$ cat src/rtl/chunked_subtractor.sv
`default_nettype none
// ============================================================================
// Module   : chunked_subtractor
// Brief    : Multi-cycle D = A - B - borrow_in, one CHUNK-bit ripple-borrow
//            slice per clock, valid/ready handshake on both sides.
// Revision : 1.0 - initial release
// ============================================================================
module chunked_subtractor #(
    parameter int WIDTH = 16,
    parameter int CHUNK = 4
) (
    input  logic             clk,
    input  logic             rst_n,
    input  logic             in_valid,
    output logic             in_ready,
    input  logic [WIDTH-1:0] a,
    input  logic [WIDTH-1:0] b,
    input  logic             borrow_in,
    output logic             out_valid,
    input  logic             out_ready,
    output logic [WIDTH-1:0] diff,
    output logic             borrow_out,
    output logic             overflow,
    output logic             zero
);

    localparam int c_numChunks = WIDTH / CHUNK;
    localparam int c_idxW      = (c_numChunks > 1) ? $clog2(c_numChunks) : 1;
    localparam logic [c_idxW-1:0] c_lastIdx = c_idxW'(c_numChunks - 1);

    generate
        if ((WIDTH % CHUNK) != 0) begin : g_widthCheck
            $error("chunked_subtractor: WIDTH must be a multiple of CHUNK");
        end
    endgenerate

    typedef enum logic [1:0] {
        S_IDLE = 2'd0,
        S_RUN  = 2'd1,
        S_DONE = 2'd2
    } state_t;

    state_t            r_state;
    state_t            w_nextState;

    logic [WIDTH-1:0]  r_a;
    logic [WIDTH-1:0]  r_b;
    logic              r_borrow;
    logic [c_idxW-1:0] r_idx;
    logic [WIDTH-1:0]  r_diff;
    logic              r_borrowOut;
    logic              r_overflow;
    logic              r_zero;

    logic [CHUNK-1:0]  w_aChunk;
    logic [CHUNK-1:0]  w_bChunk;
    logic [CHUNK-1:0]  w_sliceDiff;
    logic              w_sliceBorrow;
    logic [WIDTH-1:0]  w_diffNext;
    logic              w_lastChunk;

    assign w_aChunk    = r_a[r_idx*CHUNK +: CHUNK];
    assign w_bChunk    = r_b[r_idx*CHUNK +: CHUNK];
    assign w_lastChunk = (r_idx == c_lastIdx);

    // One ripple-borrow slice; the borrow is a loop-local variable so the
    // chain stays a single combinational cone bounded by CHUNK.
    always_comb begin
        logic v_bw;
        w_sliceDiff = '0;
        v_bw        = r_borrow;
        for (int i = 0; i < CHUNK; i++) begin
            w_sliceDiff[i] = w_aChunk[i] ^ w_bChunk[i] ^ v_bw;
            v_bw = (~w_aChunk[i] & w_bChunk[i]) |
                   (~(w_aChunk[i] ^ w_bChunk[i]) & v_bw);
        end
        w_sliceBorrow = v_bw;
    end

    // Full result as it will look after this edge, so final flags see the
    // freshly computed top chunk.
    always_comb begin
        w_diffNext = r_diff;
        w_diffNext[r_idx*CHUNK +: CHUNK] = w_sliceDiff;
    end

    always_ff @(posedge clk) begin
        if (!rst_n) begin
            r_state <= S_IDLE;
        end else begin
            r_state <= w_nextState;
        end
    end

    always_comb begin
        w_nextState = r_state;
        in_ready    = 1'b0;
        out_valid   = 1'b0;
        case (r_state)
            S_IDLE: begin
                in_ready = 1'b1;
                if (in_valid) begin
                    w_nextState = S_RUN;
                end
            end
            S_RUN: begin
                if (w_lastChunk) begin
                    w_nextState = S_DONE;
                end
            end
            S_DONE: begin
                out_valid = 1'b1;
                if (out_ready) begin
                    w_nextState = S_IDLE;
                end
            end
            default: begin
                w_nextState = S_IDLE;
            end
        endcase
    end

    always_ff @(posedge clk) begin
        if (!rst_n) begin
            r_a         <= '0;
            r_b         <= '0;
            r_borrow    <= 1'b0;
            r_idx       <= '0;
            r_diff      <= '0;
            r_borrowOut <= 1'b0;
            r_overflow  <= 1'b0;
            r_zero      <= 1'b0;
        end else begin
            case (r_state)
                S_IDLE: begin
                    if (in_valid) begin
                        r_a      <= a;
                        r_b      <= b;
                        r_borrow <= borrow_in;
                        r_idx    <= '0;
                    end
                end
                S_RUN: begin
                    r_diff   <= w_diffNext;
                    r_borrow <= w_sliceBorrow;
                    if (w_lastChunk) begin
                        r_idx       <= '0;
                        r_borrowOut <= w_sliceBorrow;
                        r_overflow  <= (r_a[WIDTH-1] ^ r_b[WIDTH-1]) &
                                       (w_diffNext[WIDTH-1] ^ r_a[WIDTH-1]);
                        r_zero      <= (w_diffNext == '0);
                    end else begin
                        r_idx <= r_idx + c_idxW'(1);
                    end
                end
                default: begin
                end
            endcase
        end
    end

    assign diff       = r_diff;
    assign borrow_out = r_borrowOut;
    assign overflow   = r_overflow;
    assign zero       = r_zero;

endmodule
`default_nettype wire

$ cat config.mk
export PLATFORM = sky130hd
export DESIGN_NAME = chunked_subtractor
export DESIGN_NICKNAME = d
export VERILOG_FILES = /design/src/rtl/chunked_subtractor.sv
export SDC_FILE = /design/constraint.sdc
export NUM_CORES = 1
export LEC_CHECK = 0
export CELL_PAD_IN_SITES_DETAIL_PLACEMENT = 1
export CELL_PAD_IN_SITES_GLOBAL_PLACEMENT = 1
export CORE_AREA = 4 4 92 102
export CTS_BUF_LIST = sky130_fd_sc_hd__clkbuf_16
export DETAILED_ROUTE_END_ITERATION = 10
export DIE_AREA = 0 0 96 106
export PLACE_DENSITY_LB_ADDON = 0.1
export SLEW_MARGIN = 20
export SYNTH_ARGS = -nofsm -noshare
export SYNTH_HDL_FRONTEND = slang
export SYNTH_SLANG_ARGS = --single-unit
$ cat constraint.sdc
create_clock -name clk -period 3.39 [get_ports clk]
set_input_delay 0.678 -clock clk [delete_from_list [all_inputs] [get_ports clk]]
set_output_delay 0.678 -clock clk [all_outputs]
set_load 0.02 [all_outputs]
==> results by group <==
Synthesis
  – Unique masters post-synth: 34
  – Net Count, Synth: 341
  – Area leader, netlist: dfxtp_1
  – Synthesis-stage register bit count: 56
  – Top cell types by occurrence after synthesis: nand2_1 (70), dfxtp_1 (56), a21boi_0 (38), nor2b_1 (15)
  – Ys Warns: 0
  – Most frequent cell after synthesis: nand2_1
  – Syn Inst Count: 294
  – EDFF count, synth: 0
  – Post-synthesis async set-or-reset flop share: 0%
  – Mapped Area: 0.002696 sq mm
  – Sequential fraction of the synthesis area: 41.58%
  – Main area contributors after synthesis: dfxtp_1 (42%), a21boi_0 (11%), nand2_1 (9.7%)
  – Top_reg_cell synth: dfxtp_1
  – Mean Syn Cell Area: 9.171 sq um
  – Share of Yosys cell area claimed by the top area cell type: 41.58%

Global route
  – Initial antenna violation count: 0
  – First-pass GRT wire length: 11540 microns
  – Largest net degree at the start of global routing: 57
  – Total GRT Usage: 14.34%
  – Number of global-route vias before repair: 2330
  – Grt total ovfl: 0

Worst setup path
  – Worst path required time: 3600 ps
  – Setup CP Type: reg2reg
  – Crit path DAT: 3490 ps
  – Worst setup SP type: flip-flop
  – CP max FO: 4
  – Endpoint type of the worst setup path: flip-flop

Route
  – First DRT Iteration DRCs: 62
  – Via Count: 2243
  – DRC violations left: 0
  – DRT Wirelength: 6942 microns
  – Via density per instance: 4.876
  – Routed Antenna Nets: 0
  – Drt pass-1 iters: 4
  – DR WL/cell: 15.09 microns

Power
  – Power, Total: 1.491 mW
  – Peak supply drop: 169.0 uV
  – Leak pwr: 1.236 nW
  – Power density over the cells: 422.7 mW/mm^2

Timing
  – Tmin final: 3274 ps
  – Slew headroom: 68.58%
  – # setup viols final: 0
  – Post-route setup slack: 115.7 ps
  – Max-slew violation count: 0
  – Unrepaired setup endpoints after global routing: yes
  – Crit share post-route: 96.59%
  – Clock Skews: 7.108 ps
  – Final hold viol count: 0
  – Fmax: 305.4 MHz
  – Worst hold slack: 466.3 ps
  – Worst Tran Pin Value: 467.8 ps
  – Total negative slack: 0 ps

Layout
  – # diodes: 0
  – Share of cells above drive strength 1: 8.883%
  – Core Util, Final: 42.17%
  – Non-filler cells in the finished layout: 460
  – FILL cells: 959
  – Multi-input logic area: 0.001455 sq mm
  – Cell area after layout: 0.003527 sq mm
  – Reg area: 0.001125 sq mm
  – Final net count: 396
  – Synth-to-layout area growth: 30.81%

Clocking
  – Inserted Clock Buffers: 5
  – Clock transition at path regs: 70 ps
  – CTS tree: yes
  – Num Clock Sinks: 56
  – Worst-skew pair later-pin latency: 290 ps
  – H-tree levels: 2
  – CTS root buf: clkbuf_16
  – Maximum root-to-sink buffer count: 2
  – Post-CTS Hold Buffers: 0

Die
  – DIE AREA: 0.01018 sq mm
  – Initial Util: 32.24%
  – Die height: 106 microns
  – Core Area: 0.008364 sq mm
  – Std-Cell Rows: 35
  – Die width: 96 microns
  – I/O pins: 58

Outcome
  – Run status: finished, final reports clean

Place
  – Placed cell count: 452
  – Placer congestion estimate: 0.8133
  – Hpwl dp: 5225 microns
  – PortBufs: 57
  – Post-Place Setup Slack: -10.20 ps
  – Placed cell area: 0.003385 sq mm

Flow run
  – Max-cap viol count: 0

Worst hold path
  – HP Class: reg2reg
## flip-flops by register name (all words and copies together), names as in the netlist
signal / cells
r_state: 2
overflow: 1
diff: 16
zero: 1
r_idx: 2
r_a: 16
r_borrow: 1
borrow_out: 1
r_b: 16
## area by class of cell
cell class	count	share of cell area, %
multi-input combinational	210	41.26
sequential	56	31.89
timing repair buffer	66	18.09
tap	111	3.938
clock buffer	5	3.547
inverter	10	1.064
clock inverter	2	0.2128
## placed cells by master, fill, tap and decap left out, drive strengths merged, types with 7 or more instances in the layout
cell / n
nand3b: 7
a21boi: 38
mux4: 8
nand2: 70
nor2: 8
a22oi: 10
clkdlybuf4s50: 57
buf: 9
nor2b: 15
dfxtp: 56
inv: 10
## worst max-delay path: stages (launching register included)
cell and delay, ps:
dfxtp_4 380, mux4_2 510, inv_2 70, fa_1 160, inv_1 50, fa_2 340
fa_2 340, inv_2 60, fa_1 430, nor4b_2 220, mux2i_1 120, or3b_1 370
a31oi_1 140
## routing by layer
layer | track usage (%) | up-vias | part of all wire [%]
met1 | 18.11 | 1085 | 45
met4 | 3.354 | 0 | 0.85
met2 | 25.21 | 34 | 51
li1 | - | 1116 | -
met5 | 0 | - | 0
met3 | 2.194 | 8 | 3.0
## power breakdown
group	total [mW]	switching (mW)	leakage, nW	internal [mW]
combinational	0.293	0.149	0.714	0.144
clock	0.487	0.222	0.0648	0.265
sequential	0.711	0.0227	0.458	0.688
## path summary, 6_finish.rpt
check / from / to / slack [ps] / cells after the start
hold / removal: r_b[11] / r_b[11] / 470 / 2
hold reg to reg: r_b[11] / r_b[11] / 470 / 2
setup reg to reg: r_idx[0] / overflow / 120 / 12
setup / recovery: r_idx[0] / overflow / 120 / 12
## repair_timing
action,in CTS,in global routing
endpoints found under the hold margin,0,0
pin swaps,0,2
gates resized for setup,1,0
endpoints found under the setup margin,1,1
buffers inserted,1,0
## logic make-up (layout without fill, tap and decap cells)
group                      count (synthesis)  in the layout  synth area share, %
muxes                                     11             11                7.796
AOI/OAI and AO/OA                         64             64                17.87
DFF                                       56             56                41.58
buffers and inverters                     28             83                4.872
adders and majority gates                 10             10                5.754
and+or+nand+nor                          125            125                22.13
Power figures use the tool's default switching activity.
